**src/rtl/orient_bin.sv**
```systemverilog
// -----------------------------------------------------------------------------
// orient_bin
//   Classifies the unsigned orientation (0..180 deg) of a gradient vector
//   (gx, gy) into one of nine 20-degree bins and reports its L1 magnitude.
//   No divider is used. The vector is folded into the right half-plane, then
//   |gy|*2^16 is compared against gx*tan(20/40/60/80 deg), one threshold per
//   clock. Each comparison result is registered before it is accumulated, so
//   a sample accepted at edge N produces out_valid after edge N+5.
//
// Ports
//   clk        : clock, rising edge
//   rst_n      : asynchronous active-low reset
//   gx, gy     : signed gradients, G_W bits
//   in_valid   : gx/gy valid
//   in_ready   : high only while idle (a sample can be accepted)
//   bin        : orientation bin 0..8
//   mag        : |gx| + |gy|, G_W+1 bits, not saturated
//   out_valid  : bin/mag valid; held until out_ready
//   out_ready  : consumer accepts the result
// -----------------------------------------------------------------------------
module orient_bin #(
  parameter int G_W = 9
) (
  input  logic                  clk,
  input  logic                  rst_n,
  input  logic signed [G_W-1:0] gx,
  input  logic signed [G_W-1:0] gy,
  input  logic                  in_valid,
  output logic                  in_ready,
  output logic [3:0]            bin,
  output logic [G_W:0]          mag,
  output logic                  out_valid,
  input  logic                  out_ready
);

  localparam int FW = 16;           // fractional bits of the tangent constants
  localparam int TW = 19;           // width of the largest constant (tan 80)
  localparam int PW = G_W + 1 + TW; // full product width, nothing truncated

  localparam logic [TW-1:0] T1 = 19'h05D2D; // tan 20
  localparam logic [TW-1:0] T2 = 19'h0D6CF; // tan 40
  localparam logic [TW-1:0] T3 = 19'h1BB68; // tan 60
  localparam logic [TW-1:0] T4 = 19'h5ABD9; // tan 80

  typedef enum logic [1:0] {S_IDLE, S_CMP, S_DONE} state_t;

  state_t r_state, w_next;

  // Fold on capture. Inputs are widened by one bit first, so -2^(G_W-1)
  // negates to +2^(G_W-1) without overflow.
  logic signed [G_W:0] w_gx_s, w_gy_s, w_gy_f;
  logic [G_W:0]        w_gx_f, w_agy, w_mag;
  logic                w_fold, w_neg, w_zero;

  assign w_gx_s = {gx[G_W-1], gx};
  assign w_gy_s = {gy[G_W-1], gy};
  assign w_fold = gx[G_W-1] | ((gx == '0) & gy[G_W-1]);
  assign w_gx_f = w_fold ? -w_gx_s : w_gx_s;
  assign w_gy_f = w_fold ? -w_gy_s : w_gy_s;
  assign w_neg  = w_gy_f[G_W];
  assign w_agy  = w_neg ? -w_gy_f : w_gy_f;
  assign w_zero = (gx == '0) && (gy == '0);
  assign w_mag  = w_gx_f + w_agy; // folded gx is |gx|

  // Captured operands and progress.
  logic [G_W:0] r_gx, r_agy, r_mag;
  logic         r_neg, r_zero;
  logic [2:0]   r_count;          // thresholds passed so far, 0..4
  logic [2:0]   r_j;              // 1..4 = threshold under test, 0 = drain cycle
  logic         r_hit, r_hit_vld; // registered comparison awaiting accumulation
  logic [3:0]   r_bin;

  // One threshold per cycle.
  logic [TW-1:0] w_t;
  logic [PW-1:0] w_lhs, w_rhs;
  logic          w_hit;
  logic [2:0]    w_cnt_fin;
  logic [3:0]    w_bin_fin;

  // NOTE: every signal written in always_comb gets a default first, so no path
  // leaves it unassigned and no latch is inferred.
  always_comb begin
    w_t = '0;
    case (r_j)
      3'd1:    w_t = T1;
      3'd2:    w_t = T2;
      3'd3:    w_t = T3;
      3'd4:    w_t = T4;
      default: w_t = '0;
    endcase
  end

  assign w_lhs = PW'({r_agy, {FW{1'b0}}});
  assign w_rhs = PW'(r_gx) * PW'(w_t);
  // Lower half-plane is mirrored to 180-theta; the strict compare keeps the
  // bin edges half-open ([20k, 20k+20)) after mirroring.
  assign w_hit = r_neg ? (w_lhs > w_rhs) : (w_lhs >= w_rhs);

  // The j=4 result is still in r_hit during the drain cycle.
  assign w_cnt_fin = r_count + {2'b00, r_hit};
  always_comb begin
    w_bin_fin = {1'b0, w_cnt_fin};
    if (r_zero)     w_bin_fin = 4'd0;
    else if (r_neg) w_bin_fin = 4'd8 - {1'b0, w_cnt_fin};
  end

  // Next-state logic.
  always_comb begin
    w_next = r_state;
    case (r_state)
      S_IDLE:  if (in_valid)   w_next = S_CMP;
      S_CMP:   if (r_j == '0)  w_next = S_DONE;
      S_DONE:  if (out_ready)  w_next = S_IDLE;
      default: w_next = S_IDLE;
    endcase
  end

  // NOTE: sequential state uses non-blocking assignments only, so every
  // register samples pre-edge values regardless of statement order.
  always_ff @(posedge clk or negedge rst_n) begin
    if (!rst_n) r_state <= S_IDLE;
    else        r_state <= w_next;
  end

  always_ff @(posedge clk or negedge rst_n) begin
    if (!rst_n) begin
      r_gx      <= '0;
      r_agy     <= '0;
      r_mag     <= '0;
      r_neg     <= 1'b0;
      r_zero    <= 1'b0;
      r_count   <= '0;
      r_j       <= '0;
      r_hit     <= 1'b0;
      r_hit_vld <= 1'b0;
      r_bin     <= '0;
    end else begin
      case (r_state)
        S_IDLE: begin
          if (in_valid) begin
            r_gx      <= w_gx_f;
            r_agy     <= w_agy;
            r_neg     <= w_neg;
            r_zero    <= w_zero;
            r_mag     <= w_mag;
            r_count   <= '0;
            r_j       <= 3'd1;
            r_hit     <= 1'b0;
            r_hit_vld <= 1'b0;
          end
        end
        S_CMP: begin
          if (r_hit_vld) r_count <= r_count + {2'b00, r_hit};
          if (r_j != '0) begin
            r_hit     <= w_hit;
            r_hit_vld <= 1'b1;
            r_j       <= (r_j == 3'd4) ? 3'd0 : r_j + 3'd1;
          end else begin
            r_bin     <= w_bin_fin;
            r_hit_vld <= 1'b0;
          end
        end
        default: ; // DONE holds everything stable
      endcase
    end
  end

  assign in_ready  = (r_state == S_IDLE);
  assign out_valid = (r_state == S_DONE);
  assign bin       = r_bin;
  assign mag       = r_mag;

endmodule

```
**config.mk**
```make
export PLATFORM = sky130hd
export DESIGN_NAME = orient_bin
export DESIGN_NICKNAME = d
export VERILOG_FILES = /design/src/rtl/orient_bin.sv
export SDC_FILE = /design/constraint.sdc
export NUM_CORES = 1
export LEC_CHECK = 0
export ABC_AREA = 1
export BUFFER_PORTS_ARGS = -buffer_cell sky130_fd_sc_hd__buf_2
export CAP_MARGIN = 20
export CORE_MARGIN = 2
export CORE_UTILIZATION = 25
export CTS_CLUSTER_SIZE = 40
export DETAILED_ROUTE_END_ITERATION = 16
export PLACE_DENSITY_LB_ADDON = 0.15
export SLEW_MARGIN = 20
export SYNTH_ARGS = -nofsm -noshare
export SYNTH_HDL_FRONTEND = slang
export SYNTH_SLANG_ARGS = --single-unit
```
**constraint.sdc**
```tcl
create_clock -name clk -period 6.4 [get_ports clk]
set_clock_uncertainty 0.05 [all_clocks]
set_input_delay 0.32 -clock clk [delete_from_list [all_inputs] [get_ports clk]]
set_output_delay 0.32 -clock clk [all_outputs]
set_load 0.1 [all_outputs]
```
* Word-level counts from Yosys, hierarchy flattened *
Index checks and enable logic that the tools add are counted.

operators by class
  equal/unequal tests = 11
  bitwise gates (word level) = 3
  magnitude comparators = 2
  reductions and logical operators = 13
  multiply operators = 1
  multiplexer cells = 23
  $add $sub $neg = 7

operators with widths
  operator                                                            number
  19-bit case mux with 4 select lines                                 1
  10-bit two-way mux                                                  3
  26-bit by 29-bit >= comparator with 1-bit output                    1
  26-bit by 29-bit greater-than comparator with 1-bit output          1
  10-bit by 19-bit multiplier with 29-bit output                      1
  9-bit negator with 10-bit output                                    2
  9-bit logical NOT                                                   2
  3-bit two-way mux                                                   5
  3-bit case mux with 2 select lines                                  2
  10-bit adder                                                        1
  10-bit negator                                                      1
  3-bit AND reduction                                                 3
  4-bit two-way mux                                                   2
  2-bit inequality test (second input constant)                       4
  3-bit by 2-bit == test with 1-bit output (second input constant)    2
  2-bit two-way mux                                                   3
  2-bit case mux with 3 select lines                                  1
  2-bit AND reduction                                                 3
  1-bit two-way mux                                                   4
  1-bit case mux with 2 select lines                                  2
  4-bit by 3-bit subtractor with 4-bit output (first input constant)  1
  3-bit by 1-bit adder with 3-bit output                              1
  3-bit by 1-bit adder with 3-bit output (second input constant)      1
  3-bit by 1-bit == test with 1-bit output (second input constant)    1
  12 further kinds                                                    12

word-level totals
  logic and storage cells = 71
  output and inout port bits = 16
  input port bits = 22
  bits in registers = 46

* Depth between registers and ports, before layout *
Gate-level depths: netlist (run 1).

  depth in word-level cells = 7
  gate-level depth with buffers = 44
  depth with buffers taken out = 44

* Least setup slack after synthesis (run 1) *
OpenSTA, ideal clock, no wires.

  kind = register -> register
  start point = register r_j[0]
  end point = register r_hit
  buffers on the path = 0
  data arrival time = 6.694 ns
  library setup time = 0.116 ns
  clock period less this slack = 6.860 ns
  setup slack = -0.460 ns
  cell stages (with the launch flop) = 38
  required time = 6.234 ns
  cell sequence = dfrtp_1 > inv_1 > ha_1 > inv_1 > nor2_1 > inv_1 > nand2_2 > inv_1 > nor2_1 > nor2_1 > nor2_1 > fa_1 > fa_1 > fa_1 > fa_1 > fa_1 > ha_1 > nand2_1 > (+2 left out) > nand3_1 > a21o_1 > a21oi_1 > xor2_1 > ha_1 > nand2_1 > nor2_1 > nand2_1 > nor2_1 > nand3_1 > nor2_1 > nand4_1 > nor2_1 > nand3_1 > nand2_1 > inv_1 > nand2_1 > nand2_1

on the way
  longest elaborated chain between the ends = 7
  elaborated cells between the ends (all ways) = 14
  classes of those cells = 1 x mul; 2 x order compare; 5 x eq/ne; 4 x mux; 2 x reduce/logical

RTL lines
  item                                                                                                                            line  RTL
  from (decl)                                                                                                                     69    logic [2:0] r_j;
  from (signal assigned)                                                                                                          157   r_j <= (r_j == 3'd4) ? 3'd0 : r_j + 3'd1;
  3-bit == test (tied with other cells)                                                                                           84    case (r_j)
  19-bit case mux with 4 select lines                                                                                             84
  10-bit by 19-bit multiplier with 29-bit output                                                                                  94    assign w_rhs = PW'(r_gx) * PW'(w_t);
  26-bit by 29-bit >= comparator with 1-bit output or 26-bit by 29-bit greater-than comparator with 1-bit output (tied branches)  97    assign w_hit = r_neg ? (w_lhs > w_rhs) : (w_lhs >= w_rhs);
  1-bit two-way mux                                                                                                               97
  1-bit two-way mux                                                                                                               154   if (r_j != '0) begin
  1-bit case mux with 2 select lines                                                                                              138   case (r_state)
  to (signal assigned)                                                                                                            155   r_hit <= w_hit;
  to (decl)                                                                                                                       70    logic r_hit, r_hit_vld;

Several ways; a longest one is shown, not always the timed one. The select of a mux whose other input is x is not followed.
A chain may end at the register's enable or synchronous reset.

* Worst setup path in the final report (run 1) *
Same ends and word-level chain as after synthesis.

==> impl_metrics.csv, run 1 <==
group,metric,value,unit
yosys,async_flop_share,100,%
cells_and_area,drive_above_1_share,29.3,%
grt,grt.overflow.total,0,
sta,period_minus_slack,6.75,ns
placement,gp_congestion,0.860,
setup_path,end_kind,"register",
sta,hold_violations,0,
placement,dp_hpwl,25600,um
clock_tree,clock-sinks,46,
detailed_routing,drc,0,
sta,fin_ws,-0.350,ns
detailed_routing,drtIter0Drc,336,
yosys,synth_nets,1426,
die,fp.dieW,192,um
outcome,violations,"setup timing",
setup_path,worst_path_max_delay_cell,"fa_2",
yosys,synth_top_area_cell,"fa_1",
placement,placed_cells,1844,
die,ios,38,
sta,report.final.slew_viol_count,0,
placement,portBuffers,37,
cells_and_area,diodes,0,
job,maxCapViolCount,0,
yosys,ys_top_cells_by_area,"fa_1, ha_1, dfrtp_1",
clock_tree,clk_latency,0.29,ns
cells_and_area,layout.cells.non_filler,1883,
sta,setup_viol,1,
clock_tree,clk_pin_slew,0.07,ns
detailed_routing,firstDrtPassIters,4,
cells_and_area,nets,1675,
die,start_util,25.5,%
setup_path,crit_required,6.53,ns
cells_and_area,area_growth_syn_to_layout,37.3,%
sta,tns,-0.350,ns
clock_tree,holdBufCountCts,0,
setup_path,start_kind,"register",
sta,period_share,105,%
grt,grt_pass1_wl,45900,um
clock_tree,cts_max_level,2,
sta,worstMarginPinSlew,0.979,ns
grt,grt_max_degree,47,
die,dieArea,0.0370,mm^2
outcome,status,"complete, but fails checks",
sta,fmax,0.148,GHz
sta,relSlewSlack,34.7,%
yosys,synth.distinct_cells,41,
yosys,synthTopCellsByCount,"nand2_1, inv_1, nor2_1",
yosys,yosys_warnings,0,
min_path,hold_class,"in2async",
detailed_routing,wl,29300,um
clock_tree,cts-root-buf,"clkbuf_16",
grt,track_usage,16.4,%
yosys,ys_seq_area_share,13.0,%
grt,grt_pass1_vias,8324,
clock_tree,clockBufferDepth,2,
yosys,syn-cell-area,0.00886,mm^2
yosys,synth-edff-count,0,
clock_tree,cts_tree,"done",
detailed_routing,wl_per_cell,15.6,um
die,die_h,192,um
detailed_routing,vias_per_cell,4.25,
grt,antenna_found_initial,0,
die,coreArea,0.0347,mm^2
sta,rsz0062_at_grt,"true",
die,rows,68,
yosys,ys_ff_latch,46,
setup_path,worstPathArrival,6.88,ns
yosys,avgSynthCellArea,7.52,um^2
setup_path,path_class,"reg2reg",
clock_tree,cts_made_buffers,5,
detailed_routing,vias,8007,
yosys,yosysMostFrequentCell,"nand2_1",
yosys,synthCells,1178,
setup_path,critical_path.max_fanout,8,
yosys,ys.flop_type,"dfrtp_1",
yosys,yosys.area.top_type_share,27.8,%
detailed_routing,ant_nets,0,
setup_path,crit_path_max_incr_delay,0.59,ns
==> critical path, delay by kind of cell (launching register included) <==
kind,cells,cell delay [ns]
xor gates and xnor gates,1,0.16
buffers and inverters,6,0.60
adders and majority gates,8,3.32
DFF,1,0.42
AOI/OAI and AO/OA,3,0.30
and+or+nand+nor,19,1.80
==> worst paths after layout <==
check,from,endpoint,slack [ns],cells past startpoint
min in group clk,out_ready,r_state[1],0.16,2
worst max-delay path,r_j[0],r_hit,-0.35,37
worst min-delay path,rst_n,r_j[2],0.08,2
worst max register to register,r_j[0],r_hit,-0.35,37
max in group asynchronous,rst_n,r_hit,5.77,2
worst min register to register,mag[0],mag[0],0.42,2
==> cells by family after synthesis <==
logic type | share of synthesized area (%)
simple gates | 22.5
buf+inv | 11.5
fa+ha+maj | 42.4
compound gates | 6.09
flops | 13.0
xor+xnor | 4.44
mux | 0.127
==> placed cells by master (no fill, tap or decap), drive strengths merged, types with 2 or more instances in the layout <==
cell	n
o21ai	41
and2	2
xor2	26
clkinv	6
nor2	129
xnor2	18
a21o	3
buf	253
a31oi	2
nand4	10
o21bai	4
ha	103
a211oi	2
nand3	47
dfrtp	46
inv	256
nor3	8
fa	123
a21oi	33
clkbuf	5
o31ai	3
nand3b	2
nand2	297
==> per-stage QoR <==
step / area (um^2) / util [%] / hold slack [ns] / setup slack (ns)
detailed placement: 11100 / 32.0 / 0.412 / -0.708
finish: 12200 / 35.0 / 0.0763 / -0.350
floorplan: 8990 / - / -0.0256 / 0.00493
CTS: 11900 / 34.4 / 0.110 / -0.280
global placement: 11100 / 32.0 / 0.417 / -0.654
global route: 12200 / 35.0 / 0.150 / -0.739
==> repair_timing <==
| action | CTS | global route |
|---|---|---|
| endpoints found under the setup margin | 1 | 1 |
| endpoints found under the hold margin | 0 | 0 |
| gates resized for setup | 130 | 36 |
| setup buffers | 23 | 9 |
| pin swaps | 95 | 53 |
==> per-layer routing <==
layer | part of all wire, % | global-route usage (%)
met1 | 49 | 23.3
met4 | 1.1 | 2.94
met3 | 2.4 | 1.19
met5 | 0 | 0
met2 | 48 | 27.5
==> sequential cells by signal, summed over array words and instances, names as in the netlist, 2 cells and up <==
name and cells:
bin 4, mag 10, r_agy 10, r_count 3, r_gx 10, r_j 3
r_state 2
==> layout make-up <==
class                           instances  area [um^2]
Tap cell                              455          569
Multi-Input combinational cell        862         7390
Timing Repair Buffer                  253         1910
Sequential cell                        46         1150
Clock buffer                            5          125
Clock inverter                          3         18.8
Fill cell                            3777        22600
Inverter                              259          990
Power of run 1 is left out: the tool's default activity adds up to more than one toggle a clock period on the data nets, which glitch-free logic cannot reach.
==> run 2: changes to the inputs <==
Settings changed: ABC_AREA 1 to 0.
==> run 2 against run 1 <==
  * Maximum frequency shrank 16%
  * Count of clock-buffer cells in the layout grew 1
  * Die area shrank 3.2%
  * Wire length shrank 7.9%
  * Sequential cell count is the same
  * Critical path depth shrank 2
  * The run still ends with setup timing left
  * Synthesized area shrank 3.2%
  * Worst hold slack lost 0.010 ns
==> impl_metrics.csv, run 2 <==
group,metric,value,unit
outcome,status,"complete, but fails checks",
outcome,violations,"setup timing",
yosys,ys_ff_latch,46,
die,die_h,189,um
detailed_routing,wl,27000,um
sta,worstMarginPinSlew,0.941,ns
detailed_routing,drtIter0Drc,313,
yosys,yosys.area.top_type_share,28.7,%
job,maxCapViolCount,0,
setup_path,worst_path_max_delay_cell,"fa_1",
yosys,syn-cell-area,0.00857,mm^2
clock_tree,clockBufferDepth,2,
detailed_routing,drc,0,
die,start_util,25.5,%
sta,setup_viol,1,
yosys,avgSynthCellArea,9.00,um^2
clock_tree,clock-sinks,46,
grt,grt_pass1_wl,44200,um
cells_and_area,area_growth_syn_to_layout,29.4,%
die,dieArea,0.0358,mm^2
sta,report.final.slew_viol_count,0,
detailed_routing,vias_per_cell,4.36,
yosys,ys.flop_type,"dfrtp_1",
die,coreArea,0.0336,mm^2
cells_and_area,nets,1434,
clock_tree,clk_latency,0.30,ns
clock_tree,cts-root-buf,"clkbuf_16",
placement,dp_hpwl,24000,um
clock_tree,cts_max_level,2,
yosys,synth.distinct_cells,64,
cells_and_area,layout_commonest_cell,"buf_4",
sta,hold_slack,0.0662,ns
setup_path,path_class,"reg2reg",
setup_path,critical_path.max_fanout,10,
die,ios,38,
placement,gp_congestion,0.820,
sta,fmax,0.125,GHz
cells_and_area,diodes,0,
min_path,hold_class,"in2async",
yosys,ys_top_cells_by_area,"fa_1, ha_1, dfrtp_1",
detailed_routing,vias,7130,
yosys,synth_nets,1200,
setup_path,crit_path_max_incr_delay,0.58,ns
grt,grt.overflow.total,0,
setup_path,crit_required,6.55,ns
grt,grt_max_degree,47,
sta,fin_ws,-1.61,ns
cells_and_area,drive_above_1_share,25.9,%
yosys,synth-edff-count,0,
clock_tree,cts_made_buffers,5,
detailed_routing,wl_per_cell,16.5,um
sta,period_share,125,%
setup_path,worstPathArrival,8.16,ns
cells_and_area,fin_util,33.0,%
grt,grt_pass1_vias,7721,
grt,track_usage,16.1,%
sta,relSlewSlack,37.0,%
setup_path,r2r_slack,-1.61,ns
placement,portBuffers,37,
setup_path,start_kind,"register",
yosys,ys_seq_area_share,13.4,%
cells_and_area,final_cell_mix,"buf_4, inv_1, nand2_1",
yosys,synthCells,952,
detailed_routing,ant_nets,0,
clock_tree,cts_tree,"done",
clock_tree,clk_pin_slew,0.07,ns
detailed_routing,firstDrtPassIters,5,
setup_path,end_kind,"register",
yosys,yosys_warnings,0,
grt,antenna_found_initial,0,
yosys,yosysMostFrequentCell,"inv_1",
yosys,async_flop_share,100,%
clock_tree,holdBufCountCts,0,
die,fp.dieW,189,um
sta,hold_violations,0,
yosys,synth_top_area_cell,"fa_1",
die,rows,67,
yosys,synthTopCellsByCount,"inv_1, fa_1, nand2_1",
sta,period_minus_slack,8.01,ns
sta,rsz0062_at_grt,"true",
[run 2: timing repair]
| item | CTS | global route |
|---|---|---|
| gates resized for setup | 16 | 4 |
| pin swaps | 16 | 6 |
| buffers inserted | 3 | 0 |
| cloned | 1 | 0 |
| endpoints found under the setup margin | 1 | 1 |
[run 2: stage by stage]
step           cell area [um^2]  TNS, ns  instances  setup WS (ns)
4_1_cts                   11100    -1.71       1635          -1.71
6_report                  11100    -1.61       1635          -1.61
3_5_place_dp              10800    -1.85       1623          -1.85
5_1_grt                   11100    -2.11       1635          -2.11
3_3_place_gp              10800    -1.80       1623          -1.80
2_1_floorplan              8630    -1.38        952          -1.38
[run 2: area by class of cell]
| cell class | count | area, um^2 |
|---|---|---|
| Fill cell | 3592 | 22500 |
| Clock buffer | 6 | 129 |
| Timing Repair Buffer | 244 | 1770 |
| Tap cell | 448 | 561 |
| Inverter | 167 | 627 |
| Sequential cell | 46 | 1150 |
| Clock inverter | 2 | 13.8 |
| Multi-Input combinational cell | 722 | 6840 |
[run 2: critical path, delay by kind of cell (launching register included)]
family | cells | cell delay (ns)
muxes | 2 | 0.41
AOI/OAI and AO/OA | 5 | 1.13
and+or+nand+nor | 12 | 1.52
adders and majority gates | 8 | 3.33
buffers and inverters | 8 | 1.09
DFF | 1 | 0.38
[run 2: kinds of logic after synthesis]
kind of cell	Yosys count	share of synthesized area (%)
AO/OA/AOI/OAI	173	13.1
flip-flops	46	13.4
buffers and inverters	184	8.15
multiplexers	23	3.01
adder cells (fa/ha/maj)	226	43.8
XOR/XNOR	47	4.89
AND/OR/NAND/NOR	253	13.7
[run 2: worst paths after layout]
kind | from | endpoint | depth (start not counted)
max | r_j[0] | r_hit | 35
min | rst_n | mag[7] | 2
max reg2reg | r_j[0] | r_hit | 35
min reg2reg | bin[2] | bin[2] | 2
max in group asynchronous | rst_n | mag[1] | 2
min in group clk | out_ready | r_state[1] | 2
[run 2: routing by layer]
metal  up-vias  wire (um)  global-route usage, %
met5         -          0                      0
met4         0        194                   2.10
met3         9        598                   1.11
met2        85      12300                   26.3
met1      3439      13800                   23.8
li1       3597          -                      -
Power of run 2 is left out for the same reason.
